## config.mk

```make
export PLATFORM = sky130hd
export DESIGN_NAME = seven_segment_scan_driver
export DESIGN_NICKNAME = d
export VERILOG_FILES = /design/src/rtl/seven_seg_pkg.sv /design/src/rtl/seven_seg_decoder.sv /design/src/rtl/seven_segment_scan_driver.sv
export SDC_FILE = /design/constraint.sdc
export NUM_CORES = 1
export LEC_CHECK = 0
export ABC_AREA = 0
export CORE_UTILIZATION = 36
export DETAILED_ROUTE_END_ITERATION = 8
export GPL_TIMING_DRIVEN = 0
export PLACE_DENSITY = 0.66
export SYNTH_ARGS = -nofsm -noshare
export SYNTH_HDL_FRONTEND = slang
export SYNTH_SLANG_ARGS = --single-unit
```

## constraint.sdc

```tcl
create_clock -name clk -period 3.9 [get_ports clk]
set_input_delay 1.17 -clock clk [delete_from_list [all_inputs] [get_ports clk]]
set_output_delay 1.17 -clock clk [all_outputs]
set_load 0.03 [all_outputs]
```

## src/rtl/seven_seg_pkg.sv

```systemverilog
// Shared definitions for the seven-segment scan driver: segment bit order,
// blank codes and the 16-entry active-low glyph table.
package seven_seg_pkg;

   // Segment bit order on seg[6:0]: {g,f,e,d,c,b,a}; all segments active-low.
   typedef struct packed {
      logic g;
      logic f;
      logic e;
      logic d;
      logic c;
      logic b;
      logic a;
   } seg_t;

   localparam logic [6:0] SEG_BLANK    = 7'h7F;
   localparam logic [3:0] NIBBLE_BLANK = 4'hF;
   localparam logic [7:0] AN_OFF       = 8'hFF;

   // Glyphs for nibble values 0..F; entry 15 is the blank code, not a hex F.
   localparam logic [15:0][6:0] GLYPH_TABLE = {
      SEG_BLANK, // F : blank
      7'h06,     // E
      7'h21,     // d
      7'h46,     // C
      7'h03,     // b
      7'h08,     // A
      7'h10,     // 9
      7'h00,     // 8
      7'h78,     // 7
      7'h02,     // 6
      7'h12,     // 5
      7'h19,     // 4
      7'h30,     // 3
      7'h24,     // 2
      7'h79,     // 1
      7'h40      // 0
   };

   // Look up the active-low glyph for one nibble.
   function automatic seg_t glyph_of(input logic [3:0] nibble);
      return seg_t'(GLYPH_TABLE[nibble]);
   endfunction

endpackage

```

## src/rtl/seven_seg_decoder.sv

```systemverilog
// Combinational nibble -> active-low seven-segment glyph decoder.
module seven_seg_decoder
   import seven_seg_pkg::*;
(
   input  logic [3:0] nibble,
   output logic [6:0] seg
);

   seg_t glyph_s;

   // Table lookup of the glyph for the selected nibble.
   always_comb begin
      glyph_s = glyph_of(nibble);
      seg     = glyph_s;
   end

endmodule

```

## src/rtl/seven_segment_scan_driver.sv

```systemverilog
// Time-multiplexed driver for an 8-digit common-anode seven-segment display.
// A prescaler divides each digit slot into SCAN_DIV cycles, the first
// BLANK_CYCLES of which keep every anode off to avoid ghosting. The digit and
// dot inputs are captured once per frame (on the last cycle of slot 7) so a
// frame is never torn.
// Optional feature macro: BRIGHTNESS_EN adds a 4-bit brightness input that
// shortens the lit part of each slot to (b+1)/16 of the on-window.
module seven_segment_scan_driver
   import seven_seg_pkg::*;
#(
   parameter int unsigned SCAN_DIV     = 100_000,
   parameter int unsigned BLANK_CYCLES = 1_000
)
(
   input  logic        clk,
   input  logic        rst,
   input  logic [31:0] digit,
   input  logic [7:0]  en_dot,
`ifdef BRIGHTNESS_EN
   input  logic [3:0]  brightness,
`endif
   output logic [7:0]  an,
   output logic [6:0]  seg,
   output logic        dp
);

   localparam int unsigned      CNT_W    = $clog2(SCAN_DIV);
   localparam int unsigned      WIN_LEN  = SCAN_DIV - BLANK_CYCLES;
   localparam logic [CNT_W-1:0] CNT_LAST = CNT_W'(SCAN_DIV - 1);

   logic [CNT_W-1:0] cnt_r;
   logic [2:0]       idx_r;
   logic [31:0]      shadow_digit_r;
   logic [7:0]       shadow_dot_r;
   logic [3:0]       bright_s;

   logic             slot_end_s;
   logic             frame_end_s;
   logic [31:0]      cnt_ext_s;
   logic [31:0]      on_len_s;
   logic             on_s;
   logic [3:0]       nibble_s;
   logic [6:0]       glyph_s;
   logic [7:0]       an_s;
   logic [6:0]       seg_s;
   logic             dp_s;

   assign slot_end_s  = (cnt_r == CNT_LAST);
   assign frame_end_s = slot_end_s && (idx_r == 3'd7);

   // Prescaler: cycle position inside the current digit slot.
   always_ff @(posedge clk or posedge rst) begin
      if (rst) begin
         cnt_r <= '0;
      end else if (slot_end_s) begin
         cnt_r <= '0;
      end else begin
         cnt_r <= cnt_r + CNT_W'(1);
      end
   end

   // Digit index: advances once per slot and wraps 7 -> 0 by overflow.
   always_ff @(posedge clk or posedge rst) begin
      if (rst) begin
         idx_r <= 3'd0;
      end else if (slot_end_s) begin
         idx_r <= idx_r + 3'd1;
      end else begin
         idx_r <= idx_r;
      end
   end

`ifdef BRIGHTNESS_EN
   logic [3:0] shadow_bright_r;

   // Frame snapshot of the display word, dots and brightness.
   always_ff @(posedge clk or posedge rst) begin
      if (rst) begin
         shadow_digit_r  <= 32'hFFFF_FFFF;
         shadow_dot_r    <= 8'h00;
         shadow_bright_r <= 4'hF;
      end else if (frame_end_s) begin
         shadow_digit_r  <= digit;
         shadow_dot_r    <= en_dot;
         shadow_bright_r <= brightness;
      end else begin
         shadow_digit_r  <= shadow_digit_r;
         shadow_dot_r    <= shadow_dot_r;
         shadow_bright_r <= shadow_bright_r;
      end
   end

   assign bright_s = shadow_bright_r;
`else
   // Frame snapshot of the display word and dots.
   always_ff @(posedge clk or posedge rst) begin
      if (rst) begin
         shadow_digit_r <= 32'hFFFF_FFFF;
         shadow_dot_r   <= 8'h00;
      end else if (frame_end_s) begin
         shadow_digit_r <= digit;
         shadow_dot_r   <= en_dot;
      end else begin
         shadow_digit_r <= shadow_digit_r;
         shadow_dot_r   <= shadow_dot_r;
      end
   end

   // Without the brightness feature the full on-window is always used.
   assign bright_s = 4'hF;
`endif

   // On-window compare: past the dead time and within the brightness share.
   always_comb begin
      cnt_ext_s = 32'(cnt_r);
      on_len_s  = (WIN_LEN * (32'(bright_s) + 32'd1)) >> 4;
      if (cnt_ext_s >= BLANK_CYCLES) begin
         on_s = ((cnt_ext_s - BLANK_CYCLES) < on_len_s);
      end else begin
         on_s = 1'b0;
      end
   end

   assign nibble_s = shadow_digit_r[{idx_r, 2'b00} +: 4];

   seven_seg_decoder u_decoder (
      .nibble (nibble_s),
      .seg    (glyph_s)
   );

   // Next output values: the current digit inside the on-window, all-off outside.
   // A blank nibble still selects its anode; its segments are simply all off.
   always_comb begin
      an_s  = AN_OFF;
      seg_s = SEG_BLANK;
      dp_s  = 1'b1;
      if (on_s) begin
         an_s  = ~(8'h01 << idx_r);
         seg_s = glyph_s;
         dp_s  = ~shadow_dot_r[idx_r];
      end else begin
         an_s  = AN_OFF;
         seg_s = SEG_BLANK;
         dp_s  = 1'b1;
      end
   end

   // Output registers: one cycle behind the slot state, glitch-free pins.
   always_ff @(posedge clk or posedge rst) begin
      if (rst) begin
         an  <= AN_OFF;
         seg <= SEG_BLANK;
         dp  <= 1'b1;
      end else begin
         an  <= an_s;
         seg <= seg_s;
         dp  <= dp_s;
      end
   end

endmodule

```

* Word level (Yosys, flattened, before mapping) *
Memories as Yosys holds them, arrays and structs flattened.
Index checks and enable logic that the tools add are counted.

storage, ports and cells
  flip-flop bits (word level) = 76
  bits in latches = 0
  RAM bits = 0
  bits in read-only memories = 112
  output and inout port bits = 16
  logic and storage cells = 30
  memories = 1

memory list
  name             depth  width  rd ports  clocked after Yosys merged registers in  wr ports  RTL line             RTL
  (no name shown)  16     7      1         0                                        0         seven_seg_pkg.sv:42  return seg_t'(GLYPH_TABLE[nibble]);

operators by class
  add/sub/neg operators = 3
  multiply operators = 0
  divide/modulo/power cells = 0
  magnitude comparators = 4
  eq/ne operators = 2
  shift operators = 2
  muxes and demuxes = 8
  bitwise logic cells = 2
  reductions and logical operators = 1

operator list
  cell                      number
  $lt A32 B17 Y1 const B    1
  $shiftx A32 B6 Y4         1
  $sub A17 B10 Y18 const B  1
  $add A17 B1 Y17 const B   1
  $eq A17 B17 Y1 const B    1
  $ge A17 B10 Y1 const B    1
  $mux W17                  1
  $mux W7                   2
  $mux W8                   1
  $not A8 Y8                1
  $shl A1 B3 Y8 const A     1
  $lt A4 B5 Y1 const B      1
  $lt A3 B4 Y1 const B      1
  $add A3 B1 Y3 const B     1
  $bmux W1 S3               1
  $eq A3 B3 Y1 const B      1
  $mux W1                   3
  $logic_and A1 B1 Y1       1
  $not A1 Y1                1

* Longest topological paths before layout *
  depth after elaboration = 4
  mapped depth = 10
  depth with buffers taken out = 8

* Cells and area by module *
A second synthesis with hierarchy kept.

second synthesis, totals
  cell total of the unflattened synthesis = 313
  area total of the unflattened synthesis = 4085.2 µm²

by module, submodules not included
  module                     times used  cells an instance  area an instance (µm²)
  seven_segment_scan_driver  1           286                3826.2
  seven_seg_decoder          1           27                 259.0

* Worst setup path after synthesis *
No wires, ideal clock.

  path type = register to register
  start point = register idx_r[0]
  end point = register seg[3]
  library setup time = 0.101 ns
  arrival time = 2.115 ns
  path slack = 1.684 ns
  cell stages (with the launch flop) = 9
  clock period less this slack = 2.216 ns
  path through = dfrtp_1 clkbuf_1 mux4_2 nand2_1 nand2_1 ha_1 or2_2 nand3_1 o311ai_0

on the way
  longest elaborated chain between the ends = 4

RTL lines
  what                           RTL line                          RTL
  start, declared                seven_segment_scan_driver.sv:32   logic [2:0] idx_r;
  start signal, assigned         seven_segment_scan_driver.sv:67   idx_r <= idx_r + 3'd1;
  start signal, assigned         seven_segment_scan_driver.sv:69   idx_r <= idx_r;
  $shiftx A32 B6 Y4              seven_segment_scan_driver.sv:124  assign nibble_s = shadow_digit_r[{idx_r, 2'b00} +: 4];
  $mem_v2 Z16 W7                 -
  $mux W7 (not written as such)  seven_seg_pkg.sv:42
  $mux W7                        seven_segment_scan_driver.sv:137  if (on_s) begin
  net seg_s[3]                   seven_segment_scan_driver.sv:45   logic [6:0] seg_s;
  end signal, assigned           seven_segment_scan_driver.sv:156  seg <= seg_s;
  end, declared                  seven_segment_scan_driver.sv:23   output logic [6:0] seg,

The timed path passes the listed nets, and every way through them passes these cells. The select of a mux whose other input is x is not followed.
A chain may end at the register's enable or synchronous reset.

* Worst setup path after layout *
  start point = register cnt_r[3]
  end point = register an[4]

on the way
  longest elaborated chain between the ends = 4
  elaborated cells between the ends (all ways) = 5

RTL lines
  what                    RTL line                          RTL
  start, declared         seven_segment_scan_driver.sv:31   logic [CNT_W-1:0] cnt_r;
  start signal, assigned  seven_segment_scan_driver.sv:58   cnt_r <= cnt_r + CNT_W'(1);
  $sub A17 B10 Y18        seven_segment_scan_driver.sv:118  on_s = ((cnt_ext_s - BLANK_CYCLES) < on_len_s);
  $lt A32 B17 Y1          seven_segment_scan_driver.sv:118
  $mux W1 *               seven_segment_scan_driver.sv:117  if (cnt_ext_s >= BLANK_CYCLES) begin
  $mux W8 *               seven_segment_scan_driver.sv:137
  net an_s[4]             seven_segment_scan_driver.sv:44   logic [7:0] an_s;
  end signal, assigned    seven_segment_scan_driver.sv:155  an <= an_s;
  end, declared           seven_segment_scan_driver.sv:22   output logic [7:0] an,

The timed path passes the listed nets; every way through them passes the cells marked *.

==> key figures <==
Worst setup path
  – Worst setup SP type: register
  – WP data required: 4.12 ns
  – Slowest-stage cell, CP: nor3_1
  – CP cell instances: clkbuf_1 -> inv_1 -> ha_1 -> nor3_1 -> o31ai_1 -> a2111oi_0 -> a22o_2 -> buf_6 -> nand3_1
  – Crit Path Class: register to register
  – CP Buf/Inv Count: 3
  – Crit end category: register
  – Crit path max fanout: 10
  – Worst-case reg-to-reg path depth: 9
  – R2R Setup Slk: 1.17 ns
  – Reg-to-Reg Start: cnt_r[3]
  – CP delay by family, top: compound AO/OA/AOI/OAI gates
  – Slowest stage delay, CP: between 0.3 and 0.4 ns
  – Crit path DAT: between 2 and 3 ns
  – Reg2reg end: an[4]

Floorplan
  – CORE AREA: approximately 11000 um^2
  – Rows: 38
  – Die W: 108 um
  – Die H: 108 um
  – Die area: about 12000 um^2
  – Initial Util: a little under two fifths
  – Total I/O pin count: between 50 and 60

Logic synthesis
  – Cell count after synthesis: 318
  – Syn avg cell area: 12.7 um^2
  – Synthesis-stage register bit count: 76
  – Yosys Warn Count: 0
  – Top cells by count, synth: 48 x dfstp_2, 40 x mux2_4, 29 x nand2_1
  – Top cell type's share of synthesized area: a little under a third
  – Ys flop type: dfstp_2
  – Post-synth ARST share: 100%
  – Register area share after synthesis: roughly 48%
  – Mapped cell area: roughly 4000 um^2
  – Most frequent cell after synthesis: dfstp_2
  – Synth area leaders: dfstp_2 31%, dfrtp_1 17%, mux2_4 15%
  – Syn Nets: about 380
  – Synth cell types: 51
  – Post-synth EDFFs: 0
  – Cell taking the most area after synthesis: dfstp_2

Placement
  – Dpl ws: around 1.2 ns
  – Routability cong.: just over 0.8
  – Detailed-placement wirelength estimate: 5.74 mm
  – I/O Buffers: 57
  – Placed cell count: roughly 520
  – Dpl cell area: 4820 um^2

Global route
  – Grt total ovfl: 0
  – Total track usage: 15.3%
  – Antenna violations before repair: 0
  – First-pass GRT wire length: approximately 14 mm
  – Largest net degree at the start of global routing: between 70 and 80
  – Number of global-route vias before repair: approximately 2700

Drt
  – 1st-iter DRT viols: 154
  – Antenna Nets Post-Route: 0
  – DRC Markers: 0
  – Final WL: 7.95 mm
  – Router iterations before antenna repair: 4
  – DR vias/cell: ~4.9
  – Via count: about 2600
  – WL/cell: about 15 um

Finish
  – Share of cells above drive strength 1: 35.7%
  – Finished Cell Area: between 5000 and 6000 um^2
  – Nets: around 450
  – Final std cells w/o fill: about 530
  – Fill cells: 990
  – Antenna diodes: 0
  – P&R area growth vs syn: 24.6%
  – Final Util: 46.3%

Timing
  – Final Setup Violations: 0
  – Worst Clk Skew: 0.0135 ns
  – Min Tclk post-route: 2.73 ns
  – Setup ws final: between 1 and 1.5 ns
  – Setup TNS: 0 ns
  – Final hold violation count: 0
  – Hold_ws: just over 0.5 ns
  – Worst slew pin tran: 0.662 ns
  – Worst slew margin: 55.9%
  – Fin crit share: around 70%
  – Fmax: between 300 and 400 MHz
  – RSZ-0062 raised after global routing: false
  – Slew Limit Fails: 0

Clock network
  – Clk sinks: between 70 and 80
  – CTS Buf Count: 9
  – CTS resizes: 0
  – Clk root buf: clkbuf_8
  – Level count of the clock H-tree: 3
  – CTS tree: built
  – Clk pin slew, worst setup/hold paths: 0.08 ns
  – Clk_lat worst skew: approximately 0.35 ns
  – Setup Buffers After CTS: 0
  – Hold Buf Count CTS: 0
  – Max clock buf depth: 2

Power and ir drop
  – Net Sw Frac: 22.9%
  – Psw: approximately 0.37 mW
  – Cell Int Power: 1.25 mW
  – Max VDD drop: ~0.15 mV
  – Clock power frac: roughly 41%
  – Comb pwr share: under 10%
  – Power, Total: approximately 1.6 mW
  – Power Dens Cells: between 300 and 400 nW/um^2
  – Leakage: between 2 and 2.5 nW
  – Sequential Power Share: between 50% and 60%

Run
  – Max_cap viols: 0

Hold path
  – Min-Delay Path Class: register to register
  – Hold Crit Depth: 1
  – Hold EP: shadow_dot_r[4]
  – HP Start: shadow_dot_r[4]

Run status
  – Outcome: completed
[layout make-up]
| class | count | area (um^2) | area share (%) |
|---|---|---|---|
| tap | 140 | 175 | 3.48 |
| timing repair buffer | 58 | 598 | 11.9 |
| buffer | 18 | 126 | 2.51 |
| multi-input combinational | 209 | 1900 | 37.7 |
| inverter | 15 | 58.8 | 1.17 |
| clock inverter | 5 | 65.1 | 1.29 |
| sequential | 76 | 1960 | 38.9 |
| clock buffer | 11 | 153 | 3.03 |
[layout by cell type (no fill, tap or decap), types with 2 or more instances in the layout]
cell,synthesis,layout
a2111oi_0,2,2
a21oi_1,9,9
and3_1,2,2
buf_2,5,5
buf_4,2,2
buf_6,6,6
clkbuf_1,4,5
clkbuf_8,0,9
clkdlybuf4s50_1,0,57
dfrtp_1,28,28
dfstp_2,48,48
ha_1,16,16
inv_1,14,13
inv_4,0,2
mux2_4,40,40
mux2i_1,3,3
mux4_2,10,10
nand2_1,29,29
nand3_1,16,16
nand4_1,4,4
nor2_1,17,17
nor2b_1,2,2
nor3_1,5,5
o211ai_1,2,2
o21ai_0,5,5
o221ai_1,2,2
o311ai_0,2,2
or2_2,2,2
or3_1,3,3
or3_4,2,2
xnor2_1,12,12
xor2_1,4,4
[sequential cells by signal, indices dropped and copies added, names as in the netlist]
register        cells
shadow_digit_r     32
an                  8
cnt_r              17
seg                 7
idx_r               3
shadow_dot_r        8
dp                  1
[per-layer routing]
layer / share of wire, % / GRT usage, % / wire (um) / vias to the layer above
met2: 48 / 24.2 / 3780 / 60
met4: 1.2 / 5.28 / 97 / 0
met1: 48 / 20.7 / 3810 / 1307
met3: 3.3 / 3.13 / 260 / 5
li1: - / - / - / 1258
met5: 0 / 0 / 0 / -
[worst max path at each step]
stage,start,end,cells after the start
floorplan,rst,cnt_r[0],1
global placement,rst,shadow_dot_r[0],2
detailed placement,cnt_r[3],an[4],9
CTS,cnt_r[3],an[4],9
global route,cnt_r[3],an[6],9
finish,cnt_r[3],an[4],9
[power groups by stage]
stage / Sequential (mW) / Clock [mW] / Combinational (mW)
6_report: 0.835 / 0.657 / 0.124
5_1_grt: 0.838 / 0.704 / 0.136
4_1_cts: 0.835 / 0.670 / 0.127
3_5_place_dp: 0.848 / 0 / 0.126
3_3_place_gp: 0.847 / 0 / 0.119
2_1_floorplan: 0.843 / 0 / 0.0677
[cells by family after synthesis]
group,synth area share [%]
compound gates,5.32
xor+xnor,3.46
fa+ha+maj,4.95
buf+inv,4.51
flops,48.5
mux,21.8
simple gates,11.5
Power figures use the tool's default switching activity.
